$ cat src/rtl/i2c_reg_bank.sv
// Byte-addressed register bank behind the I2C slave engine: RW config registers, an atomically
// committed wide register, a snapshot-coherent status window and sticky events with an IRQ mask.
module i2c_reg_bank #(
    parameter int                  NUM_RW     = 4,
    parameter logic [NUM_RW*8-1:0] RW_RST     = {NUM_RW{8'h00}},
    parameter logic [7:0]          RW_BASE    = 8'h18,
    parameter int                  WIDE_BYTES = 2,
    parameter logic [7:0]          WIDE_BASE  = 8'h10,
    parameter int                  RO_BYTES   = 2,
    parameter logic [7:0]          RO_BASE    = 8'h14,
    parameter int                  NUM_EVT    = 4,
    parameter logic [7:0]          EVT_ADDR   = 8'h1C
) (
    input  logic                    clk,
    input  logic                    rst,
    input  logic [7:0]              addr,
    input  logic [7:0]              data_in,
    input  logic                    write_en,
    input  logic                    read_en,
    output logic [7:0]              data_out,
    output logic                    rd_valid,
    output logic [NUM_RW*8-1:0]     rw_regs,
    output logic [WIDE_BYTES*8-1:0] wide_reg,
    output logic                    wide_update,
    input  logic [RO_BYTES*8-1:0]   ro_data,
    input  logic [NUM_EVT-1:0]      evt,
    output logic                    irq,
    output logic                    addr_err
);

    localparam logic [7:0] WideLast = WIDE_BASE + 8'(WIDE_BYTES - 1);
    localparam logic [7:0] MaskAddr = EVT_ADDR + 8'd1;
    // The MSB status byte is returned live, so only the lower bytes need a snapshot.
    localparam int SnapW = (RO_BYTES > 1) ? (RO_BYTES - 1) * 8 : 8;

    logic [NUM_RW*8-1:0]         rw_q;
    logic [WIDE_BYTES*8-1:0]     wide_q;
    logic [(WIDE_BYTES-1)*8-1:0] shadow_q;
    logic [SnapW-1:0]            snap_q;
    logic [NUM_EVT-1:0]          sticky_q;
    logic [NUM_EVT-1:0]          mask_q;

    logic [7:0]         rd_byte;
    logic               hit;
    logic               ro_hit;
    logic               err_d;
    logic [NUM_EVT-1:0] clr;

    assign rw_regs  = rw_q;
    assign wide_reg = wide_q;

    always_comb begin
        rd_byte = 8'h00;
        hit     = 1'b0;
        ro_hit  = 1'b0;
        for (int k = 0; k < NUM_RW; k++) begin
            if (addr == RW_BASE + 8'(k)) begin
                hit     = 1'b1;
                rd_byte = rw_q[8*k +: 8];
            end
        end
        for (int j = 0; j < WIDE_BYTES; j++) begin
            if (addr == WIDE_BASE + 8'(j)) begin
                hit     = 1'b1;
                rd_byte = wide_q[8*(WIDE_BYTES-1-j) +: 8];
            end
        end
        if (addr == RO_BASE) begin
            hit     = 1'b1;
            ro_hit  = 1'b1;
            rd_byte = ro_data[8*(RO_BYTES-1) +: 8];
        end
        for (int j = 1; j < RO_BYTES; j++) begin
            if (addr == RO_BASE + 8'(j)) begin
                hit     = 1'b1;
                ro_hit  = 1'b1;
                rd_byte = snap_q[8*(RO_BYTES-1-j) +: 8];
            end
        end
        if (addr == EVT_ADDR) begin
            hit     = 1'b1;
            rd_byte = 8'(sticky_q);
        end
        if (addr == MaskAddr) begin
            hit     = 1'b1;
            rd_byte = 8'(mask_q);
        end
    end

    assign err_d = (read_en | write_en) & (~hit | (write_en & ro_hit));
    assign clr   = (write_en && addr == EVT_ADDR) ? data_in[NUM_EVT-1:0] : '0;

    always_ff @(posedge clk or posedge rst) begin
        if (rst) begin
            rw_q        <= RW_RST;
            wide_q      <= '0;
            shadow_q    <= '0;
            snap_q      <= '0;
            sticky_q    <= '0;
            mask_q      <= '0;
            data_out    <= 8'h00;
            rd_valid    <= 1'b0;
            wide_update <= 1'b0;
            irq         <= 1'b0;
            addr_err    <= 1'b0;
        end else begin
            rd_valid    <= read_en;
            wide_update <= 1'b0;
            addr_err    <= err_d;
            irq         <= |(sticky_q & mask_q);
            sticky_q    <= (sticky_q & ~clr) | evt;
            if (read_en) begin
                data_out <= rd_byte;
                if (addr == RO_BASE) snap_q <= ro_data[SnapW-1:0];
            end
            if (write_en) begin
                for (int k = 0; k < NUM_RW; k++) begin
                    if (addr == RW_BASE + 8'(k)) rw_q[8*k +: 8] <= data_in;
                end
                for (int j = 0; j < WIDE_BYTES - 1; j++) begin
                    if (addr == WIDE_BASE + 8'(j)) shadow_q[8*(WIDE_BYTES-2-j) +: 8] <= data_in;
                end
                if (addr == WideLast) begin
                    wide_q      <= {shadow_q, data_in};
                    wide_update <= 1'b1;
                end
                if (addr == MaskAddr) mask_q <= data_in[NUM_EVT-1:0];
            end
        end
    end

endmodule

$ cat config.mk
export PLATFORM = sky130hd
export DESIGN_NAME = i2c_reg_bank
export DESIGN_NICKNAME = d
export VERILOG_FILES = /design/src/rtl/i2c_reg_bank.sv
export SDC_FILE = /design/constraint.sdc
export NUM_CORES = 1
export LEC_CHECK = 0
export CAP_MARGIN = 5
export CORE_UTILIZATION = 46
export CTS_BUF_LIST = sky130_fd_sc_hd__clkbuf_4
export DETAILED_ROUTE_END_ITERATION = 10
export GPL_ROUTABILITY_DRIVEN = 0
export HOLD_SLACK_MARGIN = 0.15
export PLACE_DENSITY_LB_ADDON = 0.25
export SYNTH_ARGS = -nofsm -noshare
export SYNTH_HDL_FRONTEND = slang
export SYNTH_SLANG_ARGS = --single-unit
$ cat constraint.sdc
create_clock -name clk -period 2.46 [get_ports clk]
set_input_delay 0.246 -clock clk [delete_from_list [all_inputs] [get_ports clk]]
set_output_delay 0.246 -clock clk [all_outputs]
set_load 0.005 [all_outputs]
==> results.py, run 1 <==
metrics = {
    "outcome": {
        "outcome": "finished clean",
    },
    "yosys": {
        "syn_nets": 350,
        "netlist_area_um2": 3990,
        "synth_top_area_frac": 0.527,
        "yosysSeqAreaShare": 0.527,
        "async_flop_share": 1.00,
        "synth_warnings": 0,
        "synth_edf_count": 0,
        "synthCells": 310,
        "synth_area_leaders": "dfrtp_1 (53%), mux2_2 (21%), mux4_2 (3.4%)",
        "synth_area_per_cell_um2": 12.9,
        "synth-seq-cells": 84,
        "synth_top_cell_by_area": "dfrtp_1",
        "synth_flop_cell": "dfrtp_1",
        "yosysUniqueCellTypes": 47,
    },
    "setup_path": {
        "cp.depth": 7,
        "critPathBufInv": 2,
        "criticalPathCategory": "input port to flip-flop",
        "worstPathArrival_ps": 2410,
        "critPathTopFamily": "simple AND/OR/NAND/NOR gates",
        "r2r_setup_slack_ps": 630,
        "start_kind": "input port",
        "required_ps": 2810,
        "reg2reg_depth": 5,
        "path_max_fanout": 10,
        "crit_chain": "clkdlybuf4s50_1, or4b_1, buf_4, or3_1, nor3b_2, nand2_1, a21o_1",
        "critPathMaxStageDelay_ps": 540,
        "endpoint_kind": "flip-flop",
        "slowest_stage": "or4b_1",
    },
    "floorplan": {
        "die_w_um": 95.2,
        "die-area_um2": 9050,
        "start_util": 0.481,
        "ios": 100,
        "die_y_um": 95.2,
        "core_area_um2": 8300,
        "rows": 33,
    },
    "worst_hold_path": {
        "hp-class": "input port to async pin",
    },
    "sta": {
        "min_period_over_period": 0.837,
        "max-slew-margin-rel": 0.697,
        "min_period_ps": 2060,
        "holdWs_ps": 184,
        "setup_viol": 0,
        "worst_pin_slew_ps": 454,
        "finalSetupTns_ps": 0,
        "max_freq_ghz": 0.486,
        "report.final.slew_viol_count": 0,
        "rsz0062_at_grt": "false",
        "fin_worst_skew_ps": 12.5,
        "finalHoldViolations": 0,
    },
    "clock_tree": {
        "cts.htree.levels": 3,
        "clk_latency_ps": 440,
        "cts-root-buf": "clkbuf_4",
        "cts_tree": "done",
        "post_cts_resized": 0,
        "clk_path_buf_depth": 2,
        "clk_pin_slew_worst_paths_ps": 140,
        "cts_sinks": 84,
        "holdBufCountCts": 0,
        "postCtsSetupRepairBufs": 0,
        "cts_buffers": 9,
    },
    "detailed_routing": {
        "first_pass_iters": 5,
        "drcViolationCount": 0,
        "ant_nets": 0,
        "drt_iter0_markers": 136,
        "drt-total-wl_mm": 10.2,
        "drt-wirelength-per-cell_um": 19.1,
        "vias": 3044,
        "viasPerCell": 5.69,
    },
    "final_layout": {
        "syn_to_final_growth_pct": 35.6,
        "diodes": 0,
        "post-route-util": 0.652,
        "seq_area_um2": 2100,
        "final_layout_size_suffix_gt1_frac": 0.300,
        "multi_input_area_um2": 1800,
        "fillers": 646,
        "largest_reg_flops": 32,
        "nets": 465,
    },
    "pwr": {
        "ir_drop_mv": 0.259,
        "p_per_area_nw_per_um2": 512,
        "p_leak_nw": 2.44,
    },
    "job": {
        "max-cap-violations": 0,
    },
    "place": {
        "hpwl_mm": 7.23,
        "portBuffers": 99,
    },
    "grt": {
        "grt_max_degree": 85,
        "antenna_found_initial": 0,
        "grt_pass1_wl_mm": 15.9,
        "grt_pass1_vias": 2989,
        "globalRouteOverflowTotal": 0,
        "track_usage": 0.237,
    },
}
==> layer usage <==
metal | routed length, um | part of all wire | global-route usage
met3 | 667 | 0.065 | 0.0391
met4 | 170 | 0.017 | 0.0871
met1 | 4810 | 0.47 | 0.347
met2 | 4590 | 0.45 | 0.354
met5 | 0 | 0 | 0
==> layout by cell type (no fill, tap or decap), drive strengths merged, types with 6 or more instances in the layout <==
master / count
clkdlybuf4s50: 98
dfrtp: 84
mux2: 73
buf: 24
nand2: 19
nor2: 15
o21ai: 9
clkbuf: 9
nor3: 8
mux2i: 7
mux4: 6
a21oi: 6
==> cells by family after synthesis <==
logic type,count (synthesis),share of synthesized area
compound gates,47,0.0824
buf+inv,21,0.0213
flops,84,0.527
mux,86,0.257
simple gates,72,0.112
==> worst register-to-register path, cell delays in order, from the launching register on <==
cell and delay [ps]:
dfrtp_1 430, mux4_2 500, o2bb2ai_1 160, a22o_1 200, o2111ai_1 90, or3b_1 350
==> where the power goes <==
| part | internal (mW) | switching, mW | leakage (nW) |
|---|---|---|---|
| combinational | 0.208 | 0.155 | 1.21 |
| clock | 0.421 | 0.511 | 0.0922 |
| sequential | 1.44 | 0.0384 | 1.13 |
| total | 2.07 | 0.704 | 2.44 |
==> cell usage after synthesis (all sizes together), types with 3 or more instances <==
| master | count |
|---|---|
| a22oi | 4 |
| clkbuf | 9 |
| or3 | 3 |
| mux4 | 6 |
| a21o | 4 |
| dfrtp | 84 |
| nand2b | 4 |
| nor2 | 15 |
| nand3 | 3 |
| mux2 | 73 |
| o2111ai | 3 |
| nor3 | 8 |
| buf | 9 |
| a31oi | 3 |
| nor4 | 3 |
| a21oi | 6 |
| o21ai | 9 |
| mux2i | 7 |
| nor2b | 3 |
| inv | 3 |
| nand2 | 19 |
==> through the flow <==
stage | instances | cell area, um^2 | power, mW | setup WS (ps)
CTS | 535 | 5410 | 2.79 | 415
detailed placement | 519 | 5250 | 1.86 | -35.3
finish | 535 | 5410 | 2.77 | 400
global placement | 519 | 5250 | 1.86 | -26.2
floorplan | 310 | 3990 | 1.65 | 48.9
global route | 535 | 5410 | 2.88 | 309
==> final cells by class <==
cell class	count	share of cell area
Sequential cell	84	0.388
Multi-Input combinational cell	205	0.333
Timing Repair Buffer	122	0.221
Tap cell	105	0.0243
Clock inverter	7	0.0183
Clock buffer	9	0.0125
Inverter	3	0.00231
==> worst paths after layout <==
path	from	end
max	addr[5]	sticky_q[0]$_DFF_PP0_
min	rst	snap_q[5]$_DFFE_PP0P_
max reg2reg	rw_regs[8]$_DFFE_PP0P_	data_out[0]$_DFFE_PP0P_
min reg2reg	shadow_q[0]$_DFFE_PP0P_	shadow_q[0]$_DFFE_PP0P_
max in group asynchronous	rst	shadow_q[1]$_DFFE_PP0P_
min in group clk	evt[3]	sticky_q[3]$_DFF_PP0_
(Power assumes the default switching activity.)
==> run 2: changes to the inputs <==
==> constraint.sdc (replaced) <==
create_clock -name clk -period 1.7 [get_ports clk]
set_input_delay 0.17 -clock clk [delete_from_list [all_inputs] [get_ports clk]]
set_output_delay 0.17 -clock clk [all_outputs]
set_load 0.005 [all_outputs]
==> run 2 against run 1 <==
  * The run now ends with setup timing left
  * Clock skew rose by 3.7 ps
  * Largest power group unchanged
  * Utilization rose by 4.1 points
  * Hold slack got worse by 13 ps
  * Highest routed layer unchanged
==> results.py, run 2 (synthesized netlist as in run 1, its figures left out) <==
metrics = {
    "pwr": {
        "p_leak_nw": 2.65,
        "ir_drop_mv": 0.459,
        "p_per_area_nw_per_um2": 681,
    },
    "setup_path": {
        "required_ps": 2020,
        "start_kind": "flip-flop",
        "r2r_start": "rw_regs[8]$_DFFE_PP0P_",
        "critPathMaxStageDelay_ps": 500,
        "crit_chain": "mux4_2, o2bb2ai_2, a22o_1, o2111ai_2, or3b_1",
        "slowest_stage": "mux4_2",
        "endpoint_kind": "flip-flop",
        "path_max_fanout": 2,
        "reg2reg_depth": 5,
        "criticalPathCategory": "flip-flop to flip-flop",
        "worstPathArrival_ps": 2090,
        "crit_start": "rw_regs[8]$_DFFE_PP0P_",
    },
    "detailed_routing": {
        "drcViolationCount": 0,
        "ant_nets": 0,
        "drt-total-wl_mm": 10.2,
        "first_pass_iters": 4,
        "drt-wirelength-per-cell_um": 18.0,
        "vias": 3182,
        "viasPerCell": 5.59,
        "drt_iter0_markers": 188,
    },
    "clock_tree": {
        "cts_buffers": 9,
        "cts_sinks": 84,
        "cts_tree": "done",
        "cts.htree.levels": 3,
        "clk_latency_ps": 440,
        "clk_pin_slew_worst_paths_ps": 150,
        "cts-root-buf": "clkbuf_4",
        "clk_path_buf_depth": 2,
    },
    "final_layout": {
        "largest_reg_flops": 32,
        "syn_to_final_growth_pct": 44.2,
        "nets": 499,
        "layout_commonest_cell": "clkdlybuf4s50_1",
        "diodes": 0,
        "layout_common_cells": "clkdlybuf4s50_1 (92), dfrtp_1 (84), mux2_2 (71), buf_4 (52), nand2_1 (18)",
        "final_layout_size_suffix_gt1_frac": 0.373,
    },
    "sta": {
        "min_period_ps": 1760,
        "max_freq_ghz": 0.568,
        "min_period_over_period": 1.04,
        "setup_viol": 1,
        "rsz0062_at_grt": "true",
        "finalSetupTns_ps": -62.0,
        "worst_pin_slew_ps": 443,
        "finalHoldViolations": 0,
        "holdWs_ps": 171,
        "fin_ws_ps": -62.0,
        "max-slew-margin-rel": 0.705,
        "report.final.slew_viol_count": 0,
        "fin_worst_skew_ps": 16.1,
    },
    "grt": {
        "grt_max_degree": 85,
        "track_usage": 0.238,
        "antenna_found_initial": 0,
        "grt_pass1_vias": 3106,
        "grt_pass1_wl_mm": 16.0,
        "globalRouteOverflowTotal": 0,
    },
    "floorplan": {
        "ios": 100,
        "die_y_um": 95.2,
        "rows": 33,
        "start_util": 0.481,
        "core_area_um2": 8300,
        "die-area_um2": 9050,
        "die_w_um": 95.2,
    },
    "place": {
        "portBuffers": 99,
        "hpwl_mm": 7.51,
    },
    "job": {
        "max-cap-violations": 0,
    },
    "outcome": {
        "outcome": "finished with violations",
        "violations": "setup timing",
    },
    "worst_hold_path": {
        "hp-class": "input port to async pin",
    },
}
==> run 2: cell count changes in the layout (fill, tap and decap cells not counted), sizes merged, moves of 2 or more <==
| cell | change |
|---|---|
| clkdlybuf4s50 | -6 |
| clkinvlp | +3 |
| clkdlybuf4s15 | +2 |
| dlygate4sd2 | +3 |
| buf | +34 |
| clkinv | -3 |
==> run 2: repair_timing <==
item	CTS	global route
hold buffers	0	0
setup buffers	1	5
pin swaps	6	4
endpoints found under the setup margin	75	25
resized for setup	11	9
==> run 2: through the flow <==
step	total power [mW]	util	setup WS (ps)	area [um^2]	std cells
after global routing	4.09	0.693	-127	5750	569
after detailed placement	2.74	0.663	-677	5510	547
after CTS	3.94	0.685	-78.1	5690	564
after floorplan	2.39	-	-187	4030	310
final	3.92	0.693	-62.0	5750	569
after global placement	2.73	0.663	-648	5510	547
==> run 2: path summary, 6_finish.rpt <==
path,end,slack (ps)
min in group clk,sticky_q[1]$_DFF_PP0_,300
hold / removal,wide_reg[15]$_DFFE_PP0P_,170
setup reg to reg,data_out[0]$_DFFE_PP0P_,-60
max in group asynchronous,snap_q[7]$_DFFE_PP0P_,1160
setup / recovery,data_out[0]$_DFFE_PP0P_,-60
hold reg to reg,data_out[1]$_DFFE_PP0P_,520
==> run 2: where the power goes <==
| part | internal, mW | switching, mW | leakage, nW |
|---|---|---|---|
| Clock | 0.471 | 0.737 | 0.0751 |
| Sequential | 2.08 | 0.0552 | 1.13 |
| Combinational | 0.343 | 0.238 | 1.44 |
| Total | 2.89 | 1.03 | 2.65 |
==> run 2: layer usage <==
metal,global-route usage,vias to the layer above,share of wire
li1,-,1452,-
met1,0.327,1626,0.45
met2,0.381,97,0.49
met3,0.0614,7,0.048
met4,0.0467,0,0.011
met5,0,-,0
==> run 2: final cells by class <==
type / count / area (um^2)
Clock buffer: 9 / 67.6
Inverter: 3 / 15.0
Sequential cell: 84 / 2100
Tap cell: 105 / 131
Multi-Input combinational cell: 205 / 1880
Fill cell: 622 / 2540
Timing Repair Buffer: 156 / 1480
Clock inverter: 7 / 82.6
==> run 2: worst max-delay path, delay by kind of cell (launching register included) <==
family | cells | cell delay, ps
multiplexers | 1 | 500
flip-flops | 1 | 410
AO/OA/AOI/OAI | 3 | 400
AND/OR/NAND/NOR | 1 | 350
